### src/rtl/crc_pkg.sv
// CRC-32 constants shared by the MAC transmit framer and the receive checker.
package crc_pkg;

  localparam int          CRC_W                 = 32;
  localparam logic [31:0] CRC_REG_INITIAL_VALUE = 32'hFFFFFFFF;
  localparam logic [31:0] CRC32_POLY_REFLECTED  = 32'hEDB88320;

endpackage : crc_pkg

### src/rtl/mac_if_pkg.sv
// GMII transmit framing constants and the framer state encoding.
package mac_if_pkg;

  localparam int                     GMII_DATA_W   = 8;
  localparam logic [GMII_DATA_W-1:0] PREAMBLE_BYTE = 8'h55;
  localparam logic [GMII_DATA_W-1:0] SFD_BYTE      = 8'hD5;

  typedef enum logic [2:0] {
    IDLE,
    PREAMBLE,
    SFD,
    DATA,
    PAD,
    FCS,
    IFG
  } mac_tx_state_t;

endpackage : mac_if_pkg

### src/rtl/crc32_byte_update.sv
// Combinational byte-serial, LSB-first CRC-32 step (reflected IEEE 802.3 polynomial).
module crc32_byte_update
  import crc_pkg::*;
(
  input  logic [CRC_W-1:0] i_crc,
  input  logic [7:0]       i_data,
  output logic [CRC_W-1:0] o_crc
);

  // One stage per input bit; stage 0 folds the byte into the low bits of the register.
  logic [8:0][CRC_W-1:0] w_stage;

  assign w_stage[0] = i_crc ^ {{(CRC_W-8){1'b0}}, i_data};

  for (genvar gi = 0; gi < 8; gi++) begin : g_bit
    assign w_stage[gi+1] = (w_stage[gi] >> 1) ^
                           (w_stage[gi][0] ? CRC32_POLY_REFLECTED : {CRC_W{1'b0}});
  end

  assign o_crc = w_stage[8];

endmodule : crc32_byte_update

### src/rtl/mac_tx_framer.sv
// GMII transmit framer: preamble, SFD, payload, optional zero pad, FCS, inter-frame gap.
// Zero padding of short frames is compiled in when MAC_TX_PAD_EN is defined.
module mac_tx_framer
  import crc_pkg::*;
  import mac_if_pkg::*;
#(
  parameter int PREAMBLE_BYTES  = 7,
  parameter int IFG_BYTES       = 12,
  parameter int MIN_FRAME_BYTES = 60
) (
  input  logic                   clk,
  input  logic                   rst,
  input  logic [GMII_DATA_W-1:0] s_data_i,
  input  logic                   s_valid_i,
  input  logic                   s_last_i,
  output logic                   s_ready_o,
  output logic [GMII_DATA_W-1:0] gmii_tx_data_o,
  output logic                   gmii_tx_en_o,
  output logic                   gmii_tx_er_o,
  output logic                   underrun_o
);

`ifdef MAC_TX_PAD_EN
  localparam bit PAD_EN = 1'b1;
`else
  localparam bit PAD_EN = 1'b0;
`endif

  localparam logic [7:0]  PRE_LAST = 8'(PREAMBLE_BYTES - 1);
  // The IDLE cycle that follows IFG also drives an idle byte, so IFG itself lasts one less.
  localparam logic [7:0]  IFG_LAST = 8'(IFG_BYTES - 2);
  localparam logic [7:0]  FCS_LAST = 8'd3;
  localparam logic [16:0] MIN_CNT  = 17'(MIN_FRAME_BYTES);

  mac_tx_state_t          r_state;
  logic [7:0]             r_cnt;
  logic [15:0]            r_byte_cnt;
  logic [CRC_W-1:0]       r_crc;
  logic [GMII_DATA_W-1:0] r_tx_data;
  logic                   r_tx_en;
  logic                   r_tx_er;
  logic                   r_underrun;

  logic [GMII_DATA_W-1:0] w_crc_in_byte;
  logic [CRC_W-1:0]       w_crc_next;
  logic [CRC_W-1:0]       w_fcs;
  logic [GMII_DATA_W-1:0] w_fcs_byte;
  logic [15:0]            w_byte_cnt_inc;
  logic                   w_short;
  logic                   w_go_pad;

  // Pad bytes are zeros, so the CRC input is the payload only while in DATA.
  assign w_crc_in_byte  = (r_state == DATA) ? s_data_i : 8'h00;
  assign w_fcs          = ~r_crc;
  assign w_fcs_byte     = w_fcs[{r_cnt[1:0], 3'b000} +: 8];
  assign w_byte_cnt_inc = (&r_byte_cnt) ? r_byte_cnt : (r_byte_cnt + 16'd1);
  assign w_short        = ({1'b0, w_byte_cnt_inc} < MIN_CNT);
  assign w_go_pad       = PAD_EN && w_short;

  crc32_byte_update u_crc (
    .i_crc  (r_crc),
    .i_data (w_crc_in_byte),
    .o_crc  (w_crc_next)
  );

  assign s_ready_o      = (r_state == DATA);
  assign gmii_tx_data_o = r_tx_data;
  assign gmii_tx_en_o   = r_tx_en;
  assign gmii_tx_er_o   = r_tx_er;
  assign underrun_o     = r_underrun;

  always_ff @(posedge clk) begin
    if (rst) begin
      r_state    <= IDLE;
      r_cnt      <= 8'd0;
      r_byte_cnt <= 16'd0;
      r_crc      <= CRC_REG_INITIAL_VALUE;
      r_tx_data  <= 8'h00;
      r_tx_en    <= 1'b0;
      r_tx_er    <= 1'b0;
      r_underrun <= 1'b0;
    end else begin
      r_tx_data  <= 8'h00;
      r_tx_en    <= 1'b0;
      r_tx_er    <= 1'b0;
      r_underrun <= 1'b0;
      case (r_state)
        IDLE: begin
          if (s_valid_i) begin
            r_state <= PREAMBLE;
            r_cnt   <= 8'd0;
          end
        end
        PREAMBLE: begin
          r_tx_data <= PREAMBLE_BYTE;
          r_tx_en   <= 1'b1;
          if (r_cnt == PRE_LAST) begin
            r_state <= SFD;
            r_cnt   <= 8'd0;
          end else begin
            r_cnt <= r_cnt + 8'd1;
          end
        end
        SFD: begin
          r_tx_data  <= SFD_BYTE;
          r_tx_en    <= 1'b1;
          r_crc      <= CRC_REG_INITIAL_VALUE;
          r_byte_cnt <= 16'd0;
          r_state    <= DATA;
        end
        DATA: begin
          if (s_valid_i) begin
            r_tx_data  <= s_data_i;
            r_tx_en    <= 1'b1;
            r_crc      <= w_crc_next;
            r_byte_cnt <= w_byte_cnt_inc;
            if (s_last_i) begin
              r_cnt   <= 8'd0;
              r_state <= w_go_pad ? PAD : FCS;
            end
          end else begin
            // Source starved mid-frame: poison the byte and abandon the frame without FCS.
            r_tx_en    <= 1'b1;
            r_tx_er    <= 1'b1;
            r_underrun <= 1'b1;
            r_cnt      <= 8'd0;
            r_state    <= IFG;
          end
        end
`ifdef MAC_TX_PAD_EN
        PAD: begin
          r_tx_en    <= 1'b1;
          r_crc      <= w_crc_next;
          r_byte_cnt <= w_byte_cnt_inc;
          if (!w_short) begin
            r_cnt   <= 8'd0;
            r_state <= FCS;
          end
        end
`endif
        FCS: begin
          r_tx_data <= w_fcs_byte;
          r_tx_en   <= 1'b1;
          if (r_cnt == FCS_LAST) begin
            r_cnt   <= 8'd0;
            r_state <= IFG;
          end else begin
            r_cnt <= r_cnt + 8'd1;
          end
        end
        IFG: begin
          if (r_cnt == IFG_LAST) begin
            r_cnt   <= 8'd0;
            r_state <= IDLE;
          end else begin
            r_cnt <= r_cnt + 8'd1;
          end
        end
        default: begin
          r_state <= IDLE;
        end
      endcase
    end
  end

endmodule : mac_tx_framer
### config.mk
export PLATFORM = sky130hd
export DESIGN_NAME = mac_tx_framer
export DESIGN_NICKNAME = d
export VERILOG_FILES = /design/src/rtl/crc_pkg.sv /design/src/rtl/mac_if_pkg.sv /design/src/rtl/crc32_byte_update.sv /design/src/rtl/mac_tx_framer.sv
export SDC_FILE = /design/constraint.sdc
export NUM_CORES = 1
export LEC_CHECK = 0
export CORE_UTILIZATION = 63
export CTS_BUF_LIST = sky130_fd_sc_hd__clkbuf_16
export DETAILED_ROUTE_END_ITERATION = 8
export GPL_TIMING_DRIVEN = 1
export PLACE_DENSITY = 0.85
export SETUP_SLACK_MARGIN = 0.4
export SLEW_MARGIN = 20
export SYNTH_ARGS = -nofsm -noshare
export SYNTH_HDL_FRONTEND = slang
export SYNTH_SLANG_ARGS = --single-unit
### constraint.sdc
create_clock -name clk -period 5 [get_ports clk]
set_clock_uncertainty 0.05 [all_clocks]
set_input_delay 0.5 -clock clk [delete_from_list [all_inputs] [get_ports clk]]
set_output_delay 0.5 -clock clk [all_outputs]
set_load 0.005 [all_outputs]
==> summary.md <==
| Metric | Value |
|---|---|
| Net Count, Synth | `351` |
| Post-CTS resize count | `0` |
| Cells on Worst Hold Path | `2` |
| Post-synthesis async set-or-reset flop share | `0` |
| Mapped Cells | `337` |
| Most common cell after layout, fill and taps aside | `dfxtp_1` |
| Final #Nets | `363` |
| Hold WS | `465 ps` |
| Slew Limit Fails | `0` |
| Post-route ant nets | `0` |
| Tcrit/Tclk final | `0.611` |
| Fmax | `between 300 and 400 MHz` |
| DP HPWL | `4880 µm` |
| P_int | `0.833 mW` |
| CP Capture Type | `flop` |
| # IOs | `24` |
| Combinational share of power | `0.199` |
| Status | `complete, no violations` |
| EDFF count, synth | `0` |
| R2R cell count | `4` |
| CTS Buf Count | `5` |
| Final instance area | `0.00362 mm²` |
| Starting Density | `0.666` |
| WL final | `7290 µm` |
| Via count | `2516` |
| Clock sink count | `53` |
| Hold-fix buffer count after cts | `0` |
| Crit start category | `flop` |
| CP max FO | `26` |
| P_leak | `1.26 nW` |
| Number of post-CTS setup repair buffers | `0` |
| Power share of the clock group | `0.385` |
| Largest net degree at the start of global routing | `33` |
| Reg clk slew, reported paths | `approximately 70 ps` |
| Yosys warns | `0` |
| Vias in the first global route | `~2.3k` |
| Sw Pwr | `0.307 mW` |
| Global-route wire length before repair | `11800 µm` |
| Switching Fraction | `0.269` |
| Netlist cell types | `46` |
| Endpoints failing setup | `0` |
| PwrDens | `315 mW/mm²` |
| Placed Instance Area | `0.00343 mm²` |
| Final hold vios | `0` |
| CTS tree | `built` |
| Layout cells sized above 1 | `0.111` |
| # DRC | `0` |
| Dominant synthesized flop cell | `dfxtp_1` |
| MaxCap Viol Count | `0` |
| Post-layout minimum cycle time | `3060 ps` |
| Finished Layout Cells | `417` |
| Crit path kind | `flop to flop` |
| Die width | `73.2 µm` |
| Final GP Congestion | `0.838` |
| H-tree depth | `2` |
| Pre-CTS setup slack | `1970 ps` |
| DRT iter0 DRCs | `between 200 and 250` |
| Synth Cell Area | `0.00319 mm²` |
| Area added between synthesis and finish | `13.6%` |
| Via-per-instance ratio | `6.03` |
| Worst path required time | `5070 ps` |
| Drt first pass iters | `4` |
| Worst EP arrival | `about 3100 ps` |
| Worst min path class | `flop to flop` |
| Root Buffer | `clkbuf_16` |
| Cells after DPL | `a little over 400` |
| Sequential share of power | `0.416` |
| Die outline area | `0.00535 mm²` |
| Initial antenna violation count | `0` |
| Fill count | `335` |
| Die H | `73.2 µm` |
| Most frequent cells in the layout | `53 x dfxtp_1, 46 x nor2_1, 39 x xnor2_1, 35 x a21oi_1, 23 x clkdlybuf4s50_1` |
| RSZ-0062 raised after global routing | `no` |
| Port Buffers | `23` |
| Ant. Diodes | `0` |
| Crit path setup slack, layout | `1940 ps` |
| Sequential-to-total area share from yosys stat | `0.333` |
| CTS max path bufs | `2` |
| Max-Slew Margin vs Limit | `0.308` |
| Seq cells post-synth | `53` |
| Syn avg cell area | `9.46 µm²` |
| Total congestion overflow | `0` |
| Sum Neg Setup Slack | `0 ps` |
| IR drop worst, VDD | `230 µV` |
| Skew-Pair Late Insertion Delay | `just under 300 ps` |
| Wire per inst | `approximately 17 µm` |
| Worst-margin pin slew | `1030 ps` |
| Rows | `25` |
| All-Layer GR Usage | `0.297` |
| Area of the core | `approximately 0.0048 mm²` |
==> logic make-up (layout without fill, tap and decap cells) <==
family                     after synthesis  in the layout  synth area share
AOI/OAI and AO/OA                       71             71             0.131
xor gates and xnor gates                72             72             0.260
adders and majority gates                2              2           0.00784
buffers and inverters                   25             38            0.0330
DFF                                     53             53             0.333
muxes                                    8              8            0.0565
and+or+nand+nor                        106            106             0.179
==> per-stage QoR <==
| stage | utilization | power, mW |
|---|---|---|
| 2_1_floorplan | - | 0.646 |
| 3_3_place_gp | 0.717 | 0.699 |
| 5_1_grt | 0.757 | 1.19 |
| 4_1_cts | 0.757 | 1.14 |
| 3_5_place_dp | 0.717 | 0.705 |
| 6_report | 0.757 | 1.14 |
==> state kept, by name, summed over array words and instances, names as in the netlist <==
name and count:
r_crc 32, underrun_o 1, gmii_tx_en_o 1, r_cnt 8, gmii_tx_data_o 8, r_state 3
==> critical path: stages, from the launching register on <==
cell and delay [ps]:
dfxtp_1 880, and3b_1 380, nand2_1 430, nor2_1 950, a21oi_1 180
==> cells in the mapped netlist, types with 2 or more instances <==
| cell type | number | share of area |
|---|---|---|
| nand4b_1 | 4 | 0.011 |
| clkbuf_1 | 11 | 0.013 |
| inv_1 | 4 | 0.0047 |
| nor3b_1 | 6 | 0.014 |
| nor2b_1 | 3 | 0.0059 |
| and2_1 | 2 | 0.0039 |
| nor2_1 | 46 | 0.054 |
| nand2_1 | 11 | 0.013 |
| and3_1 | 4 | 0.0078 |
| nand3b_1 | 2 | 0.0047 |
| o22ai_1 | 13 | 0.026 |
| mux4_2 | 8 | 0.056 |
| nor3_1 | 4 | 0.0063 |
| nand4b_2 | 4 | 0.019 |
| nand2b_1 | 14 | 0.027 |
| o21ai_0 | 10 | 0.016 |
| a21oi_1 | 35 | 0.055 |
| or2_2 | 2 | 0.0039 |
| dfxtp_1 | 53 | 0.33 |
| xnor2_1 | 39 | 0.11 |
| xnor2_2 | 5 | 0.026 |
| buf_1 | 2 | 0.0024 |
| xor2_1 | 19 | 0.052 |
| o32a_1 | 2 | 0.0063 |
| xor2_4 | 6 | 0.052 |
| buf_2 | 5 | 0.0078 |
| a31oi_1 | 3 | 0.0059 |
| ha_1 | 2 | 0.0078 |
==> power by group through the flow <==
stage                     clock network, mW  logic (mW)  registers, mW
after global routing                  0.462       0.247          0.478
after detailed placement                  0       0.221          0.483
final                                 0.440       0.227          0.474
after floorplan                           0       0.188          0.458
after CTS                             0.446       0.225          0.474
after global placement                    0       0.217          0.482
==> layout make-up <==
| cell class | count | area (µm²) | area share |
|---|---|---|---|
| flip-flops and latches | 53 | 1060 | 0.293 |
| clock buffers | 5 | 125 | 0.0345 |
| multi-input cells | 259 | 2020 | 0.559 |
| clock inverters | 3 | 65.1 | 0.0180 |
| well taps | 67 | 83.8 | 0.0231 |
| inverters | 5 | 18.8 | 0.00518 |
| repair buffers | 25 | 245 | 0.0677 |
==> final timing paths <==
check	startpoint	to	slack, ps
setup reg to reg	r_state[1]	r_crc[16]	1940
setup / recovery	r_state[1]	r_crc[16]	1940
hold / removal	r_crc[20]	r_crc[20]	470
hold reg to reg	r_crc[20]	r_crc[20]	470
==> routing by layer <==
layer / up-vias / wire, µm / track usage
met2: 105 / 3570 / 0.490
li1: 1185 / - / -
met3: 7 / 500 / 0.0539
met1: 1219 / 3120 / 0.401
met5: - / 0 / 0
met4: 0 / 98 / 0.0828
(Power assumes the default switching activity.)
